<file path="src/rtl/periph_rd_arb_if.sv">
// Bus bundle between the CPU/debug requesters, the read arbiter and the peripheral read port.
interface periph_rd_arb_if #(
    parameter int unsigned ADDR_W = 4,
    parameter int unsigned DATA_W = 32
);
    logic              cpu_req;
    logic [ADDR_W-1:0] cpu_addr;
    logic              cpu_gnt;
    logic              cpu_rvalid;
    logic [DATA_W-1:0] cpu_rdata;
    logic              dbg_req;
    logic [ADDR_W-1:0] dbg_addr;
    logic              dbg_gnt;
    logic              dbg_rvalid;
    logic [DATA_W-1:0] dbg_rdata;
    logic [ADDR_W-1:0] mem_addr;
    logic [DATA_W-1:0] mem_dout;
    logic              busy;

    // Requesters and peripheral side
    modport master (
        output cpu_req, cpu_addr, dbg_req, dbg_addr, mem_dout,
        input  cpu_gnt, cpu_rvalid, cpu_rdata, dbg_gnt, dbg_rvalid, dbg_rdata, mem_addr, busy
    );

    // Arbiter side
    modport slave (
        input  cpu_req, cpu_addr, dbg_req, dbg_addr, mem_dout,
        output cpu_gnt, cpu_rvalid, cpu_rdata, dbg_gnt, dbg_rvalid, dbg_rdata, mem_addr, busy
    );
endinterface

</file>
<file path="src/rtl/periph_rd_arb.sv">
// Two-requester read arbiter for a registered-read peripheral port; one read in flight,
// round-robin or CPU-priority selection.
module periph_rd_arb #(
    parameter int unsigned ADDR_W   = 4,
    parameter int unsigned DATA_W   = 32,
    parameter bit          CPU_PRIO = 1'b0
) (
    input  logic clk,
    input  logic rst,
    periph_rd_arb_if.slave bus
);
    typedef enum logic [1:0] {IDLE, ISSUE, CAPTURE} state_t;
    typedef enum logic {OWN_CPU, OWN_DBG} owner_t;

    state_t            state, state_nxt;
    owner_t            owner, owner_nxt;
    logic [ADDR_W-1:0] mem_addr, mem_addr_nxt;
    logic              cpu_gnt, cpu_gnt_nxt, dbg_gnt, dbg_gnt_nxt;
    logic              cpu_rvalid, cpu_rvalid_nxt, dbg_rvalid, dbg_rvalid_nxt;
    logic [DATA_W-1:0] cpu_rdata, cpu_rdata_nxt, dbg_rdata, dbg_rdata_nxt;
    logic              busy, busy_nxt;
    logic              pick_dbg_c;

    // Owner doubles as last_owner; reset to DBG so the CPU wins the first tie
    always_ff @(posedge clk or negedge rst) begin
        if (!rst) begin
            state      <= IDLE;
            owner      <= OWN_DBG;
            mem_addr   <= '0;
            cpu_gnt    <= 1'b0;
            dbg_gnt    <= 1'b0;
            cpu_rvalid <= 1'b0;
            dbg_rvalid <= 1'b0;
            cpu_rdata  <= '0;
            dbg_rdata  <= '0;
            busy       <= 1'b0;
        end else begin
            state      <= state_nxt;
            owner      <= owner_nxt;
            mem_addr   <= mem_addr_nxt;
            cpu_gnt    <= cpu_gnt_nxt;
            dbg_gnt    <= dbg_gnt_nxt;
            cpu_rvalid <= cpu_rvalid_nxt;
            dbg_rvalid <= dbg_rvalid_nxt;
            cpu_rdata  <= cpu_rdata_nxt;
            dbg_rdata  <= dbg_rdata_nxt;
            busy       <= busy_nxt;
        end
    end

    always_comb begin
        state_nxt      = state;
        owner_nxt      = owner;
        mem_addr_nxt   = mem_addr;
        cpu_gnt_nxt    = 1'b0;
        dbg_gnt_nxt    = 1'b0;
        cpu_rvalid_nxt = 1'b0;
        dbg_rvalid_nxt = 1'b0;
        cpu_rdata_nxt  = cpu_rdata;
        dbg_rdata_nxt  = dbg_rdata;
        pick_dbg_c     = bus.dbg_req && (!bus.cpu_req || (!CPU_PRIO && owner == OWN_CPU));

        case (state)
            IDLE: begin
                if (bus.cpu_req || bus.dbg_req) begin
                    state_nxt = ISSUE;
                    if (pick_dbg_c) begin
                        owner_nxt    = OWN_DBG;
                        mem_addr_nxt = bus.dbg_addr;
                        dbg_gnt_nxt  = 1'b1;
                    end else begin
                        owner_nxt    = OWN_CPU;
                        mem_addr_nxt = bus.cpu_addr;
                        cpu_gnt_nxt  = 1'b1;
                    end
                end
            end
            ISSUE: state_nxt = CAPTURE;
            CAPTURE: begin
                state_nxt = IDLE;
                if (owner == OWN_DBG) begin
                    dbg_rdata_nxt  = bus.mem_dout;
                    dbg_rvalid_nxt = 1'b1;
                end else begin
                    cpu_rdata_nxt  = bus.mem_dout;
                    cpu_rvalid_nxt = 1'b1;
                end
            end
            default: state_nxt = IDLE;
        endcase

        busy_nxt = (state_nxt != IDLE);
    end

    assign bus.mem_addr   = mem_addr;
    assign bus.cpu_gnt    = cpu_gnt;
    assign bus.dbg_gnt    = dbg_gnt;
    assign bus.cpu_rvalid = cpu_rvalid;
    assign bus.dbg_rvalid = dbg_rvalid;
    assign bus.cpu_rdata  = cpu_rdata;
    assign bus.dbg_rdata  = dbg_rdata;
    assign bus.busy       = busy;
endmodule
</file>
<file path="src/flat_wrapper.sv">
// flat-port wrapper written by rule: the top's interface ports become plain ports
module periph_rd_arb_flat 
#(
    parameter int unsigned ADDR_W   = 4,
    parameter int unsigned DATA_W   = 32,
    parameter bit          CPU_PRIO = 1'b0
)
  (clk, rst, bus_cpu_req, bus_cpu_addr, bus_dbg_req, bus_dbg_addr, bus_mem_dout, bus_cpu_gnt, bus_cpu_rvalid, bus_cpu_rdata, bus_dbg_gnt, bus_dbg_rvalid, bus_dbg_rdata, bus_mem_addr, bus_busy);
  periph_rd_arb_if #(.ADDR_W(ADDR_W), .DATA_W(DATA_W)) bus_i ();
  input  logic clk;
  input  logic rst;
  input wire logic [$bits(bus_i.cpu_req)-1:0] bus_cpu_req;
  input wire logic [$bits(bus_i.cpu_addr)-1:0] bus_cpu_addr;
  input wire logic [$bits(bus_i.dbg_req)-1:0] bus_dbg_req;
  input wire logic [$bits(bus_i.dbg_addr)-1:0] bus_dbg_addr;
  input wire logic [$bits(bus_i.mem_dout)-1:0] bus_mem_dout;
  output wire logic [$bits(bus_i.cpu_gnt)-1:0] bus_cpu_gnt;
  output wire logic [$bits(bus_i.cpu_rvalid)-1:0] bus_cpu_rvalid;
  output wire logic [$bits(bus_i.cpu_rdata)-1:0] bus_cpu_rdata;
  output wire logic [$bits(bus_i.dbg_gnt)-1:0] bus_dbg_gnt;
  output wire logic [$bits(bus_i.dbg_rvalid)-1:0] bus_dbg_rvalid;
  output wire logic [$bits(bus_i.dbg_rdata)-1:0] bus_dbg_rdata;
  output wire logic [$bits(bus_i.mem_addr)-1:0] bus_mem_addr;
  output wire logic [$bits(bus_i.busy)-1:0] bus_busy;
  assign bus_i.cpu_req = bus_cpu_req;
  assign bus_i.cpu_addr = bus_cpu_addr;
  assign bus_i.dbg_req = bus_dbg_req;
  assign bus_i.dbg_addr = bus_dbg_addr;
  assign bus_i.mem_dout = bus_mem_dout;
  assign bus_cpu_gnt = bus_i.cpu_gnt;
  assign bus_cpu_rvalid = bus_i.cpu_rvalid;
  assign bus_cpu_rdata = bus_i.cpu_rdata;
  assign bus_dbg_gnt = bus_i.dbg_gnt;
  assign bus_dbg_rvalid = bus_i.dbg_rvalid;
  assign bus_dbg_rdata = bus_i.dbg_rdata;
  assign bus_mem_addr = bus_i.mem_addr;
  assign bus_busy = bus_i.busy;
  periph_rd_arb #(.ADDR_W(ADDR_W), .DATA_W(DATA_W), .CPU_PRIO(CPU_PRIO)) u_core (.clk(clk), .rst(rst), .bus(bus_i));
endmodule
</file>
<file path="config.mk">
export PLATFORM = sky130hd
export DESIGN_NAME = periph_rd_arb_flat
export DESIGN_NICKNAME = d
export VERILOG_FILES = /design/src/rtl/periph_rd_arb_if.sv /design/src/rtl/periph_rd_arb.sv /design/src/flat_wrapper.sv
export SDC_FILE = /design/constraint.sdc
export NUM_CORES = 1
export LEC_CHECK = 0
export CORE_MARGIN = 5
export CORE_UTILIZATION = 42
export DETAILED_ROUTE_END_ITERATION = 10
export PLACE_DENSITY = 0.89
export SLEW_MARGIN = 20
export SYNTH_ARGS = -nofsm -noshare
export SYNTH_HDL_FRONTEND = slang
export SYNTH_SLANG_ARGS = --single-unit
</file>
<file path="constraint.sdc">
create_clock -name clk -period 1.7 [get_ports clk]
set_input_delay 0.425 -clock clk [delete_from_list [all_inputs] [get_ports clk]]
set_output_delay 0.425 -clock clk [all_outputs]
set_load 0.02 [all_outputs]
</file>
==> impl_results.md, run 1 <==
- Status: finished, final reports clean
- Crit Path Class: reg -> reg
- Max Clk Rate: just under 0.7 GHz
- Core Box Area: ~6700 um2
- Drt wl/cell: about 16 um
- Skew-Pair Late Insertion Delay: roughly 0.34 ns
- Synth cell types: 19
- RePlAce Congestion: roughly 0.74
- Synth area leaders: dfrtp_1, mux2_2, buf_6
- DRC Markers: 0
- CP Capture Type: flip-flop
- Htree depth: 3
- Hold_ws: 0.0141 ns
- VDD IR-drop max: between 0.8 and 0.9 mV
- Gate Count Post-Synth: approximately 170
- Slew HR: 71.5%
- Die area: 8530 um2
- Unrepaired setup endpoints after global routing: no
- CTS Hold Buffers Added: 0
- PortBufs: 116
- Die height: roughly 92 um
- Vias: around 1.8k
- Final ANT Viol Nets: 0
- Critical Path RT: approximately 1.9 ns
- Layout Nets: ~340
- Post CTS Setup Buffer Count: 0
- Clk slew on worst S/H paths: around 0.080 ns
- Hold Fails Final Rpt: 0
- Yosys warns: 0
- I/O Pins: approximately 120
- Setup TNS: 0 ns
- DR iter-0 viols: 27
- Mapped Nets: between 200 and 250
- Hpwl dp: ~4700 um
- Register bit total from synthesis: 76
- Synth area leader: dfrtp_1
- Num CTS Buffers: 9
- Combined area of the multi-input logic cells: roughly 900 um2
- MaxCap Viol Count: 0
- Synth-to-layout area growth: 49.2%
- Global-route wire length before repair: approximately 10000 um
- Final Max Tran Viols: 0
- Initial Utilization: 42.6%
- Overall routing resource usage: between 15 and 20%
- Yosys top cell area share: 65.9%
- Hold Crit Class: in -> async
- Synth Area per Inst: between 15 and 20 um2
- Post-synthesis sequential area ratio: between 60% and 70%
- CTS Buffer Depth: 2
- Reg area: roughly 1900 um2
- Leakage Power: around 0.002 uW
- Sink Count: 76
- Initial antenna violation count: 0
- Clk_skew: 0.00845 ns
- Die Wd: 92.4 um
- FILL cells: between 500 and 600
- Slew @ Worst Pin: 0.424 ns
- CP Max Fanout: 15
- Mapped cell area: approximately 2800 um2
- Root buffer cell: clkbuf_8
- CTS tree: yes
- Number of vias per cell: 4.87
- Startpoint Class: flip-flop
- Largest net degree at the start of global routing: 35
- Final Critical Period: between 1 and 1.5 ns
- Critical path arrival: between 1.5 and 2 ns
- Final setup vio count: 0
- Total gr overflow: 0
- Pre-antenna DRT Iters: 3
- Std-Cell Rows: 30
- Tcrit/Tclk final: between 80% and 90%
- Fraction of layout cells with a size suffix above 1: roughly 30%
- Vias in the first global route: 2074
- Pwr Density: between 2000 and 2500 nW/um2
- N_diodes: 0
- Final wirelength: about 6000 um
[metal layers]
metal / wire (um) / global-route usage (%) / vias up
li1: - / - / 853
met1: 2430 / 17.8 / 910
met2: 3110 / 26.5 / 71
met3: 530 / 6.09 / 11
met4: 95 / 5.57 / 0
met5: 0 / 0 / -
[Yosys cell counts (all sizes together)]
cell     n
a221o    4
nand2b   2
nand3b   1
nor3b    1
and2     1
nor2     1
inv      2
buf      6
and2b    1
a21o     1
a21boi   1
mux2    64
o21ai    1
dfrtp   75
and3     5
dfstp    1
clkbuf   1
[metrics by stage]
step | total power (uW) | instance area (um2) | util (%) | instances | setup slack [ns]
after CTS | 8770 | 4250 | 63.6 | 379 | 0.000400
after global routing | 9170 | 4250 | 63.6 | 379 | 0.139
after global placement | 7740 | 4110 | 61.6 | 363 | 0.0586
after floorplan | 5640 | 2850 | - | 168 | 0.321
after detailed placement | 7900 | 4110 | 61.6 | 363 | 0.0337
final | 8630 | 4250 | 63.6 | 379 | 0.220
[critical path: stages (launching register included)]
cell and delay (ns):
dfrtp_1 0.44, nor3b_4 0.27, buf_4 0.29, mux2_2 0.37
[logic make-up after synthesis]
group,after synthesis,synth area share (%)
and+or+nand+nor,12,3.29
DFF,76,66.8
AOI/OAI and AO/OA,7,2.11
muxes,64,25.3
buffers and inverters,9,2.50
[path summary, 6_finish.rpt]
check | from | endpoint | slack, ns | cells past startpoint
min | rst | u_core.bus.cpu_rdata[27] | 0.01 | 1
max | u_core.state[0] | u_core.bus.cpu_rdata[31] | 0.22 | 3
max in group asynchronous | rst | u_core.bus.cpu_rdata[3] | 1.15 | 2
min reg2reg | u_core.bus.cpu_rdata[4] | u_core.bus.cpu_rdata[4] | 0.49 | 1
min in group clk | u_core.bus.cpu_rdata[4] | u_core.bus.cpu_rdata[4] | 0.49 | 1
max reg2reg | u_core.state[0] | u_core.bus.cpu_rdata[31] | 0.22 | 3
[flip-flops by register name, indices dropped and copies added, names as in the netlist]
| name | count |
|---|---|
| u_core.bus.busy | 1 |
| u_core.bus.cpu_gnt | 1 |
| u_core.bus.cpu_rdata | 32 |
| u_core.bus.cpu_rvalid | 1 |
| u_core.bus.dbg_gnt | 1 |
| u_core.bus.dbg_rdata | 32 |
| u_core.bus.dbg_rvalid | 1 |
| u_core.bus.mem_addr | 4 |
| u_core.owner | 1 |
| u_core.state | 2 |
[where the power goes]
group	leakage, uW	internal, uW	switching, uW
sequential	0.000902	2730	448
clock	0.000113	867	640
combinational	0.000975	1880	2060
[what timing repair did]
item                                    CTS  global route
resized for setup                        72             1
endpoints found under the hold margin     0             0
endpoints found under the setup margin   72             1
[layout make-up]
type	count	area share, %
multi-input cells	83	20.6
well taps	80	2.36
repair buffers	122	26.8
clock buffers	10	3.24
clock inverters	6	2.03
flip-flops and latches	76	44.8
inverters	2	0.177
[placed cells by master (no fill, tap or decap), types with 2 or more instances in the layout]
cell type | netlist | final
dfrtp_1 | 75 | 75
dlygate4sd2_1 | 0 | 72
mux2_2 | 63 | 63
clkdlybuf4s50_1 | 0 | 42
clkbuf_8 | 0 | 10
and3_1 | 5 | 5
buf_4 | 2 | 5
a221o_1 | 4 | 4
inv_1 | 2 | 2
nand2b_1 | 2 | 2
clkinv_2 | 0 | 2
bufinv_16 | 0 | 2
buf_12 | 0 | 2
Power figures use the tool's default switching activity.
==> run 2: changes to the inputs <==
--- a/config.mk
+++ b/config.mk
@@ -5,6 +5,7 @@
 export SDC_FILE = /design/constraint.sdc
 export NUM_CORES = 1
 export LEC_CHECK = 0
+export CAP_MARGIN = 40
 export CORE_MARGIN = 5
 export CORE_UTILIZATION = 42
 export DETAILED_ROUTE_END_ITERATION = 10
==> results of run 2 <==
Same layout as run 1: the final DEF is identical, and so are final timing and power.
==> run 3: changes to the inputs <==
--- a/config.mk
+++ b/config.mk
@@ -6,6 +6,7 @@
 export NUM_CORES = 1
 export LEC_CHECK = 0
 export CAP_MARGIN = 40
+export CORE_ASPECT_RATIO = 1.25
 export CORE_MARGIN = 5
 export CORE_UTILIZATION = 42
 export DETAILED_ROUTE_END_ITERATION = 10
==> impl_results.md, run 3 (same netlist as run 1, synthesis figures left out) <==
- Internal power: 5610 uW (+2.3%)
- Die Wd: 83.7 um (-9.4%)
- Final Total Pwr: 8720 uW (+1.1%)
- Pwr Density: 2030 nW/um2 (about the same)
- Number of vias per cell: 4.77 (-1.9%)
- CP Max Fanout: 2 (-13)
- Most frequent cells in the layout: dfrtp_1, dlygate4sd2_1, mux2_2
- CTS Buffer Depth: 2 (unchanged)
- Worst path bufs/invs: 1 (unchanged)
- N_diodes: 0 (unchanged)
- Hold Path Depth: 1
- Sequential share of power: 36.5% (-0.3 points)
- Sw Ratio: 35.7% (-0.78 points)
- RePlAce Congestion: 0.734 (-0.34%)
- Skew-Pair Late Insertion Delay: 0.33 ns (about the same)
- Final Max Tran Viols: 0 (unchanged)
- Setup TNS: 0 ns (unchanged)
- Hpwl dp: 4730 um (-0.18%)
- DR iter-0 viols: 40 (+48%)
- Overall routing resource usage: 15.1% (-0.53 points)
- Global-route wire length before repair: 10000 um (-2.9%)
- R2R Setup Slk: 0.28 ns (+0.06 ns)
- Slew HR: 69.6% (-2.0 points)
- Largest net degree at the start of global routing: 35 (unchanged)
- CP Capture Type: output port
- Crit Path Class: reg -> out
- Final instance area: 4290 um2 (+1.0%)
- Hold Fails Final Rpt: 0 (unchanged)
- Tcrit/Tclk final: 86.7% (-0.37 points)
- Clk_skew: 0.00620 ns (-0.00226 ns)
- Max Clk Rate: 0.679 GHz (+0.43%)
- Final setup vio count: 0 (unchanged)
- Num CTS Buffers: 9 (unchanged)
- Vias in the first global route: 2025 (-2.4%)
- Leakage Power: 0.00199 uW (+0.18%)
- Slowest cell on the critical path: dfrtp_1
- Final ANT Viol Nets: 0 (unchanged)
- Std-Cell Rows: 33 (+10%)
- CTS tree: yes
- Final wirelength: 6150 um (-0.28%)
- Reg2Reg Capture Point: u_core.bus.cpu_rdata[6]
- Most common cell after layout, fill and taps aside: dfrtp_1
- Hold_ws: 0.501 ns (+0.487 ns)
- Slew @ Worst Pin: 0.454 ns (+0.0296 ns)
- DRC Markers: 0 (unchanged)
- Worst-path cell chain: dlygate4sd2_1
- Slowest cell delay on critical path: 0.39 ns (-0.05 ns)
- Root buffer cell: clkbuf_8
- Startpoint Class: flip-flop
- Initial Utilization: 43.1% (+0.48 points)
- Cell depth of the worst flop-to-flop path: 3 (unchanged)
- Sink Count: 76 (unchanged)
- Total gr overflow: 0 (unchanged)
- Initial antenna violation count: 0 (unchanged)
- I/O Pins: 117 (unchanged)
- Hold Crit Class: reg -> reg
- CP delay by family, top: flip-flops
- Final Critical Period: 1.47 ns (-0.00630 ns)
- Layout Nets: 340 (+0.59%)
- Worst r2r src: u_core.state[0]
- Die area: 8540 um2 (+0.12%)
- PortBufs: 116 (unchanged)
- Unrepaired setup endpoints after global routing: no
- Htree depth: 3 (unchanged)
- Synth-to-layout area growth: 50.7%
- Min-Delay Endpoint: u_core.bus.dbg_rdata[25]
- Drt wl/cell: 15.9 um (-2.6%)
- Critical path arrival: 1.05 ns (-0.65 ns)
- Biggest regs: u_core.bus.cpu_rdata x32, u_core.bus.dbg_rdata x32, u_core.bus.mem_addr x4
- Net Sw Power: 3110 uW (-1.1%)
- Power share of the clock group: 18.1% (+0.6 points)
- MaxCap Viol Count: 0 (unchanged)
- Comb power frac: 45.4% (-0.3 points)
- Die height: 102 um (+11%)
- VDD IR-drop max: 1.07 mV (+20%)
- Pre-antenna DRT Iters: 3 (unchanged)
- Status: finished, final reports clean
- Post-DP Area: 4140 um2 (+0.70%)
- Critical Path RT: 1.27 ns (-0.65 ns)
- Vias: 1852 (+0.38%)
- Min-delay src: u_core.bus.dbg_rdata[25]
- Core Box Area: 6610 um2 (-1.1%)
- Clk slew on worst S/H paths: 0.08 ns (about the same)
- Fraction of layout cells with a size suffix above 1: 29.6% (-0.53 points)
-- run 3: cell types whose count changed in the layout (fill, tap and decap cells not counted) --
cell            before  now
buf_12               2    3
bufinv_16            2    3
clkbuf_1             0    2
clkbuf_8            10    9
clkinvlp_4           1    0
dlygate4sd2_1       72   73
dlygate4sd3_1        0    1
dlymetal6s2s_1       1    0
inv_6                1    0
-- run 3: layout make-up --
class	instances	area, um2
flip-flops and latches	76	1900
multi-input cells	83	875
clock inverters	5	100
clock buffers	11	131
repair buffers	124	1170
fillers	528	2310
inverters	2	7.51
well taps	87	109
-- run 3: timing repair --
item                       CTS  global route
gates resized for setup     73             0
setup buffers                0             0
setup endpoints to repair   73             0
hold buffers                 1             0
hold endpoints to repair    19             0
-- run 3: worst max path at each step --
| stage | start | to | slack, ns | cells after the start |
|---|---|---|---|---|
| final | u_core.bus.dbg_rdata[21] | bus_dbg_rdata[21] | 0.23 | 1 |
| after global placement | bus_cpu_req | u_core.bus.mem_addr[2] | 0.06 | 4 |
| after CTS | u_core.bus.dbg_rdata[21] | bus_dbg_rdata[21] | 0.19 | 1 |
| after detailed placement | bus_cpu_req | u_core.bus.mem_addr[2] | 0.02 | 4 |
| after global routing | u_core.bus.dbg_rdata[21] | bus_dbg_rdata[21] | 0.17 | 1 |
| after floorplan | u_core.state[0] | u_core.bus.cpu_rdata[10] | 0.32 | 3 |
-- run 3: metrics by stage --
step / setup WS [ns] / utilization (%) / cells
after detailed placement: 0.0156 / 62.7 / 371
after global placement: 0.0568 / 62.7 / 371
final: 0.226 / 65.0 / 388
after floorplan: 0.321 / - / 168
after CTS: 0.190 / 65.0 / 388
after global routing: 0.169 / 65.0 / 388
-- run 3: per-layer routing --
metal / global-route usage, % / share of wire (%) / up-vias
li1: - / - / 855
met2: 26.6 / 53 / 63
met3: 4.27 / 6.4 / 9
met1: 17.1 / 39 / 925
met4: 6.81 / 1.4 / 0
met5: 0 / 0 / -
-- run 3: power groups by stage --
stage	logic [uW]	clock network [uW]	registers, uW
after global routing	4220	1720	3300
final	3960	1580	3180
after global placement	4570	0	3210
after detailed placement	4660	0	3260
after floorplan	1350	0	4290
after CTS	4050	1630	3190
